**src/rtl/bcd_mmss_counter.sv**
```systemverilog
// bcd_mmss_counter
// Minutes:seconds BCD time counter clocked by the fast system clock.
// The divider's slow square wave arrives as asynchronous data on slow_i. It is
// synchronised, then edge-detected into one-cycle second ticks that advance a
// 4-digit BCD mm:ss value.
// Optional build macro LAP_CAPTURE_EN adds a lap input and a 16-bit lap_q
// snapshot of the digits.
// Legal parameter ranges: SYNC_STAGES 2..4, MIN_LIMIT 2..100.

module bcd_mmss_counter #(
   parameter int SYNC_STAGES = 2,
   parameter int MIN_LIMIT   = 60
) (
   input  logic        clki,
   input  logic        rst,
   input  logic        slow_i,
   input  logic        en,
   input  logic        clr,
   input  logic        inc_min,
   output logic [3:0]  sec_ones,
   output logic [3:0]  sec_tens,
   output logic [3:0]  min_ones,
   output logic [3:0]  min_tens,
   output logic        tick_o,
   output logic        wrap_o
`ifdef LAP_CAPTURE_EN
   ,
   input  logic        lap,
   output logic [15:0] lap_q
`endif
);

   // Ticks stay masked until the synchroniser has flushed the values it held
   // at reset, so a slow_i that is already high at release gives no tick.
   localparam int         PRIME_CYCLES  = SYNC_STAGES + 1;
   localparam logic [2:0] LP_PRIME_DONE = 3'(PRIME_CYCLES);
   localparam logic [7:0] LP_LIMIT      = 8'(MIN_LIMIT);

   logic [SYNC_STAGES-1:0] r_sync;
   logic                   r_edge;
   logic [2:0]             r_prime;
   logic                   r_tick;
   logic                   r_wrap;
   logic [3:0]             r_sec_ones;
   logic [3:0]             r_sec_tens;
   logic [3:0]             r_min_ones;
   logic [3:0]             r_min_tens;

   logic                   w_synced;
   logic                   w_rise;
   logic                   w_tick;
   logic                   w_step;
   logic                   w_sec_carry;
   logic [3:0]             w_sec_ones_next;
   logic [3:0]             w_sec_tens_next;
   logic [7:0]             w_min_val;
   logic [7:0]             w_min_sum;
   logic                   w_min_over;
   logic [7:0]             w_min_next;
   logic [3:0]             w_min_ones_next;
   logic [3:0]             w_min_tens_next;
   logic                   w_wrap;

   assign w_synced = r_sync[SYNC_STAGES-1];
   assign w_rise   = w_synced & ~r_edge;
   assign w_tick   = w_rise & (r_prime == LP_PRIME_DONE);
   assign w_step   = w_tick & en;

   // Synchroniser chain, edge register and priming counter
   always_ff @(posedge clki) begin
      // NOTE: reset is sampled on the clock edge like any other input; the
      // reset branch therefore sits inside the clocked block, not its sensitivity list.
      if (rst) begin
         // NOTE: state is written with <= so every flop samples pre-edge values
         // and the shift chain cannot collapse into a single stage.
         r_sync  <= '0;
         r_edge  <= 1'b0;
         r_prime <= '0;
      end else begin
         r_sync <= {r_sync[SYNC_STAGES-2:0], slow_i};
         r_edge <= w_synced;
         if (r_prime != LP_PRIME_DONE) begin
            r_prime <= r_prime + 3'd1;
         end
      end
   end

   // Seconds next-state with carry into the minutes
   always_comb begin
      // NOTE: every output gets a default first, so no path through the block
      // can leave a value unassigned and infer a latch.
      w_sec_ones_next = r_sec_ones;
      w_sec_tens_next = r_sec_tens;
      w_sec_carry     = 1'b0;
      if (w_step) begin
         if (r_sec_ones == 4'd9) begin
            w_sec_ones_next = 4'd0;
            if (r_sec_tens == 4'd5) begin
               w_sec_tens_next = 4'd0;
               w_sec_carry     = 1'b1;
            end else begin
               w_sec_tens_next = r_sec_tens + 4'd1;
            end
         end else begin
            w_sec_ones_next = r_sec_ones + 4'd1;
         end
      end
   end

   // Minutes are advanced as a binary value by 0..2 and re-encoded. The sum
   // never exceeds MIN_LIMIT+1, so a single conditional subtract is the modulus.
   assign w_min_val       = 8'(r_min_tens) * 8'd10 + 8'(r_min_ones);
   assign w_min_sum       = w_min_val + 8'(w_sec_carry) + 8'(inc_min);
   assign w_min_over      = (w_min_sum >= LP_LIMIT);
   assign w_min_next      = w_min_over ? (w_min_sum - LP_LIMIT) : w_min_sum;
   assign w_min_tens_next = 4'(w_min_next / 8'd10);
   assign w_min_ones_next = 4'(w_min_next % 8'd10);

   // A wrap is reported only when the seconds carry takes part in crossing zero;
   // a wrap caused by inc_min alone is a time-set action, not elapsed time.
   assign w_wrap = w_sec_carry & w_min_over;

   // Tick and wrap pulses; clr masks wrap but leaves tick visible
   always_ff @(posedge clki) begin
      if (rst) begin
         r_tick <= 1'b0;
         r_wrap <= 1'b0;
      end else begin
         r_tick <= w_tick;
         r_wrap <= w_wrap & ~clr;
      end
   end

   // Digit registers: clr beats counting and inc_min
   always_ff @(posedge clki) begin
      if (rst || clr) begin
         r_sec_ones <= 4'd0;
         r_sec_tens <= 4'd0;
         r_min_ones <= 4'd0;
         r_min_tens <= 4'd0;
      end else begin
         r_sec_ones <= w_sec_ones_next;
         r_sec_tens <= w_sec_tens_next;
         r_min_ones <= w_min_ones_next;
         r_min_tens <= w_min_tens_next;
      end
   end

   assign sec_ones = r_sec_ones;
   assign sec_tens = r_sec_tens;
   assign min_ones = r_min_ones;
   assign min_tens = r_min_tens;
   assign tick_o   = r_tick;
   assign wrap_o   = r_wrap;

`ifdef LAP_CAPTURE_EN
   logic [15:0] r_lap;

   // Lap snapshot of the pre-update digits; unaffected by clr
   always_ff @(posedge clki) begin
      if (rst) begin
         r_lap <= 16'h0000;
      end else if (lap) begin
         r_lap <= {r_min_tens, r_min_ones, r_sec_tens, r_sec_ones};
      end
   end

   assign lap_q = r_lap;
`endif

endmodule

```
**config.mk**
```make
export PLATFORM = sky130hd
export DESIGN_NAME = bcd_mmss_counter
export DESIGN_NICKNAME = d
export VERILOG_FILES = /design/src/rtl/bcd_mmss_counter.sv
export SDC_FILE = /design/constraint.sdc
export NUM_CORES = 1
export LEC_CHECK = 0
export CORE_ASPECT_RATIO = 2
export CORE_MARGIN = 5
export CORE_UTILIZATION = 41
export CTS_CLUSTER_SIZE = 10
export DETAILED_ROUTE_END_ITERATION = 8
export HOLD_SLACK_MARGIN = 0.05
export PLACE_DENSITY = 0.72
export SLEW_MARGIN = 20
export SYNTH_ARGS = -nofsm -noshare
export SYNTH_HDL_FRONTEND = slang
export SYNTH_SLANG_ARGS = --single-unit
export TNS_END_PERCENT = 10
```
**constraint.sdc**
```tcl
create_clock -name clki -period 11.8 [get_ports clki]
set_clock_uncertainty 0.1 [all_clocks]
set_input_delay 1.77 -clock clki [delete_from_list [all_inputs] [get_ports clki]]
set_output_delay 1.77 -clock clki [all_outputs]
set_load 0.02 [all_outputs]
```
=== Word level (Yosys, flattened, before mapping) ===
Cells that the tools add are included.

* Add/subtract/negate cells: 7
* Multipliers: 1
* Divide/modulo/power cells: 2
* $lt $le $gt $ge: 1
* Equality and inequality tests: 4
* Mux-type cells: 6
* Bitwise logic cells: 7
* Reductions and logical operators: 2

{| class="wikitable"
|+ Operators with widths
! kind !! number
|-
| $add A8 B1 Y8 || 2
|-
| $add A4 B1 Y4 const B || 2
|-
| $add A8 B4 Y8 || 1
|-
| $div A8 B4 Y8 const B || 1
|-
| $ge A8 B6 Y1 const B || 1
|-
| $mod A8 B4 Y8 const B || 1
|-
| $mux W4 || 2
|-
| $mux W8 || 1
|-
| $sub A8 B6 Y8 const B || 1
|-
| $mul A4 B3 Y7 const B || 1
|-
| $and A1 B1 Y1 || 5
|-
| $eq A4 B3 Y1 const B || 1
|-
| $eq A4 B4 Y1 const B || 1
|-
| $add A3 B1 Y3 const B || 1
|-
| $eq A3 B2 Y1 const B || 1
|-
| $mux W1 || 3
|-
| $ne A3 B2 Y1 const B || 1
|-
| $not A1 Y1 || 2
|-
| $reduce_and A2 Y1 || 1
|-
| $logic_or A1 B1 Y1 || 1
|}

* Flip-flop bits (word level): 24
* Input bits: 6
* Output and inout port bits: 18
* Word-level logic and storage cells: 39

=== Logic depth before layout (Yosys ltp) ===
* Word-level depth: 10
* Depth in mapped cells: 23
* Mapped depth without buffers: 22

=== Worst setup path before layout ===
No wires, ideal clock.

* Path type: in2reg
* Start: input en
* End: register r_min_ones[1] (netlist: min_ones[1])
* Library setup time: 0.074 ns
* Arrival: 6.071 ns
* Data required time: 11.626 ns
* Setup slack: 5.554 ns
* Stages on the path: 19
* Buffers on the path: 0
* Path through: nor3b_1 > nand2_1 > nor3b_1 > nand2_1 > nor3b_1 > fa_1 > fa_1 > xnor2_1 > inv_1 > ha_1 > and2_1 > mux2_2 > o21a_1 > o2bb2ai_2 > nor2_1 > and3_1 > or4_4 > a211o_1 > a31oi_1

* Longest elaborated chain between the ends: 7
* Elaborated cells on any way between the ends: 8
* Those cells by class: add/sub: 3; div: 1; order compare: 1; mux: 2; bitwise: 1

{| class="wikitable"
|+ RTL lines
! element !! line !! source
|-
| start, declared || 17 || <nowiki>input logic en,</nowiki>
|-
| $and A1 B1 Y1 * || 67 || <nowiki>assign w_step = w_tick & en;</nowiki>
|-
| $mux W1 * || 95 || <nowiki>if (w_step) begin</nowiki>
|-
| $add A8 B1 Y8 * (2 in a row) || 113 || <nowiki>assign w_min_sum = w_min_val + 8'(w_sec_carry) + 8'(inc_min);</nowiki>
|-
| $sub A8 B6 Y8 or $ge A8 B6 Y1 (tied branches) || 115, 114 ||
|-
| $mux W8 * || 115 || <nowiki>assign w_min_next = w_min_over ? (w_min_sum - LP_LIMIT) : w_min_sum;</nowiki>
|-
| $mod A8 B4 Y8 * || 117 || <nowiki>assign w_min_ones_next = 4'(w_min_next % 8'd10);</nowiki>
|-
| end signal, assigned || 144 || <nowiki>r_min_ones <= w_min_ones_next;</nowiki>
|-
| end, declared || 46 || <nowiki>logic [3:0] r_min_ones;</nowiki>
|}

Mark *: on every way between the ends. The rest lies on a longest branch, timed or not.
A chain may end at the register's enable or synchronous reset.

=== Final worst setup path ===
Ends and elaborated chain as after synthesis.

==> impl_metrics.toml <==
[synthesis]
synth_fp_nets = 251
yosysWarnings = 0
syn_area_per_cell_um2 = 8.53
synthCells = 232
synth_ff_type = "dfxtp_1"
async_flop_share_pct = 0
synth-seq-cells = 24
synth_area_um2 = 1980
synth_enable_flop_cells = 0
seq_area_frac_synth_pct = 24.3
synth_top_cell_area_share_pct = 24.3
synth_cell_types = 68
synth_top_area_cell = "dfxtp_1"
synthTopCellsByArea = "dfxtp_1, ha_1, xnor2_1"

[drt]
wirelength_um = 5300
first_iter_violations = 121
vias = 1884
wl_per_cell_um = 17.2
remaining_drc_errors = 0
drt-pass1-iter-count = 4
vias_per_cell = 6.12
ant_nets = 0

[placed_design]
place_area_um2 = 2240
gp_congestion = 0.864
place_hpwl_um = 4270
io_buffers = 23
placed_cells = 304

[global_route]
track_usage_pct = 17.5
antenna_found_initial = 0
grt_max_degree = 14
overflow = 0
grt_pass1_vias = 1905
grt_pass1_wl_um = 8940

[power_and_ir_drop]
ir_worst_vdd_mv = 0.109
power_density_nw_per_um2 = 66.0
power_uw = 152
power_leakage_uw = 0.000892

[worst_setup_path]
path_max_fanout = 12
path_cells = "clkdlybuf4s50_1, nor3b_1, nand2_1, nor3b_1, nand2_1, nor3b_1, fa_1, fa_1, xnor2_1, inv_1, ha_1, and2_1, mux2_2, o21a_1, o2bb2ai_2, nor2_1, and3_1, or4_4, a211o_1, a31oi_1"
cp_data_required_time_ns = 11.89
crit_path_max_incr_delay_ns = 0.49
arrival_ns = 7.42
crit_buf_inv = 2
crit_top_cell = "nor3b_1"
startpoint_type = "input pin"
slowest_stage = "o2bb2ai_2"
end_kind = "register"
regToRegSetupSlack_ns = 5.51
critPathTopFamily = "simple AND/OR/NAND/NOR gates"
crit_type = "input pin to register"

[final_layout]
fin_util_pct = 49.5
fillerInstances = 459
num-nets-final = 273
drive_gt1_share_pct = 9.49
syn_to_final_growth_pct = 16.2
final_cell_area_um2 = 2300
diodes = 0
stdcell_count = 308

[clock_tree]
cts_resized = 0
cts_tree = "built"
cts_setup_buffers = 0
h-tree-depth = 1
clkSlewWorstSetupHoldPaths_ns = 0.08
clk_latency_ns = 0.26
clockBufferDepth = 2
hold_buffers = 0
cts.sinks = 24
clock-root-buffer = "clkbuf_8"
cts_buffers = 3

[floorplanning]
core_area_um2 = 4640
core.rowCount = 35
ioPinCount = 24
chipWidth_um = 59.1
dieArea_um2 = 6400
start_util_pct = 42.6
die_h_um = 108

[timing]
setup_tns_ns = 0
max_slew_margin_pct = 46.2
finalCritPeriodShare_pct = 62.2
worst_pin_slew_ns = 0.806
hold_viol_final = 0
drv_slew = 0
finalSetupViolCount = 0
period_needed_ns = 7.34
rsz0062_at_grt = "false"
clock.fmax_mhz = 136

[run_status]
status = "complete, no violations"

[flow_run]
maxCapViolCount = 0

[worst_hold_path]
hold_class = "register to register"
[worst paths after layout]
kind | start | to | depth (start not counted)
worst min-delay path | r_edge | tick_o | 1
worst min register to register | r_edge | tick_o | 1
worst max-delay path | en | min_ones[1] | 20
worst max register to register | r_prime[0] | min_ones[1] | 22
[registers in the layout (all words and copies together) (netlist names)]
name,flops
min_ones,4
min_tens,4
sec_ones,4
sec_tens,4
r_prime,3
r_sync,2
r_edge,1
tick_o,1
wrap_o,1
[cell usage after synthesis, types with 5 or more instances]
master    instances
a211oi_1          7
a21oi_1          13
o21ai_1           5
nor3_1           10
xor2_1            6
nand3_1           8
o21ai_0           8
dfxtp_1          24
inv_1             5
nand2_1          15
xnor2_1          10
nor2_1           22
ha_1             10
nor2b_1           7
[where the power goes]
part           internal (µW)  switching, µW  leakage (µW)
clock                   29.7           24.4     0.0000288
sequential              83.7           1.55      0.000195
combinational           6.11           6.23      0.000668
[metal layers]
metal / wire, µm / vias up / share of wire [%] / global-route usage [%]
met1: 1920 / 894 / 36 / 17.0
met5: 0 / - / 0 / 0
met4: 156 / 0 / 2.9 / 6.65
met3: 215 / 18 / 4.1 / 2.27
met2: 3000 / 60 / 57 / 35.0
li1: - / 912 / - / -
[cell type report]
type	instances	area, µm²	area share, %
inverters	5	18.8	0.816
well taps	55	68.8	2.99
clock buffers	4	55.1	2.39
multi-input cells	196	1440	62.6
flip-flops and latches	24	480	20.9
repair buffers	24	238	10.3
[cell families (layout without fill, tap and decap cells)]
kind of cell / Yosys count / count (layout) / share of synthesized area [%]
and+or+nand+nor: 89 / 89 / 24.7
AOI/OAI and AO/OA: 71 / 71 / 27.4
DFF: 24 / 24 / 24.3
xor gates and xnor gates: 17 / 17 / 7.90
adders and majority gates: 13 / 13 / 9.36
buffers and inverters: 12 / 33 / 3.03
muxes: 6 / 6 / 3.35
[placed cells by master (no fill, tap or decap), types with 5 or more instances in the layout]
master,instances
dfxtp_1,24
clkdlybuf4s50_1,23
nor2_1,22
nand2_1,15
a21oi_1,13
xnor2_1,10
nor3_1,10
ha_1,10
o21ai_0,8
nand3_1,8
nor2b_1,7
a211oi_1,7
xor2_1,6
inv_1,5
o21ai_1,5
[per-stage QoR]
stage,hold WS (ns),worst slack (ns)
6_report,0.340,4.46
5_1_grt,0.360,3.99
4_1_cts,0.343,4.45
3_5_place_dp,0.331,4.21
3_3_place_gp,0.339,4.49
2_1_floorplan,0.300,5.55
(Power assumes the default switching activity.)
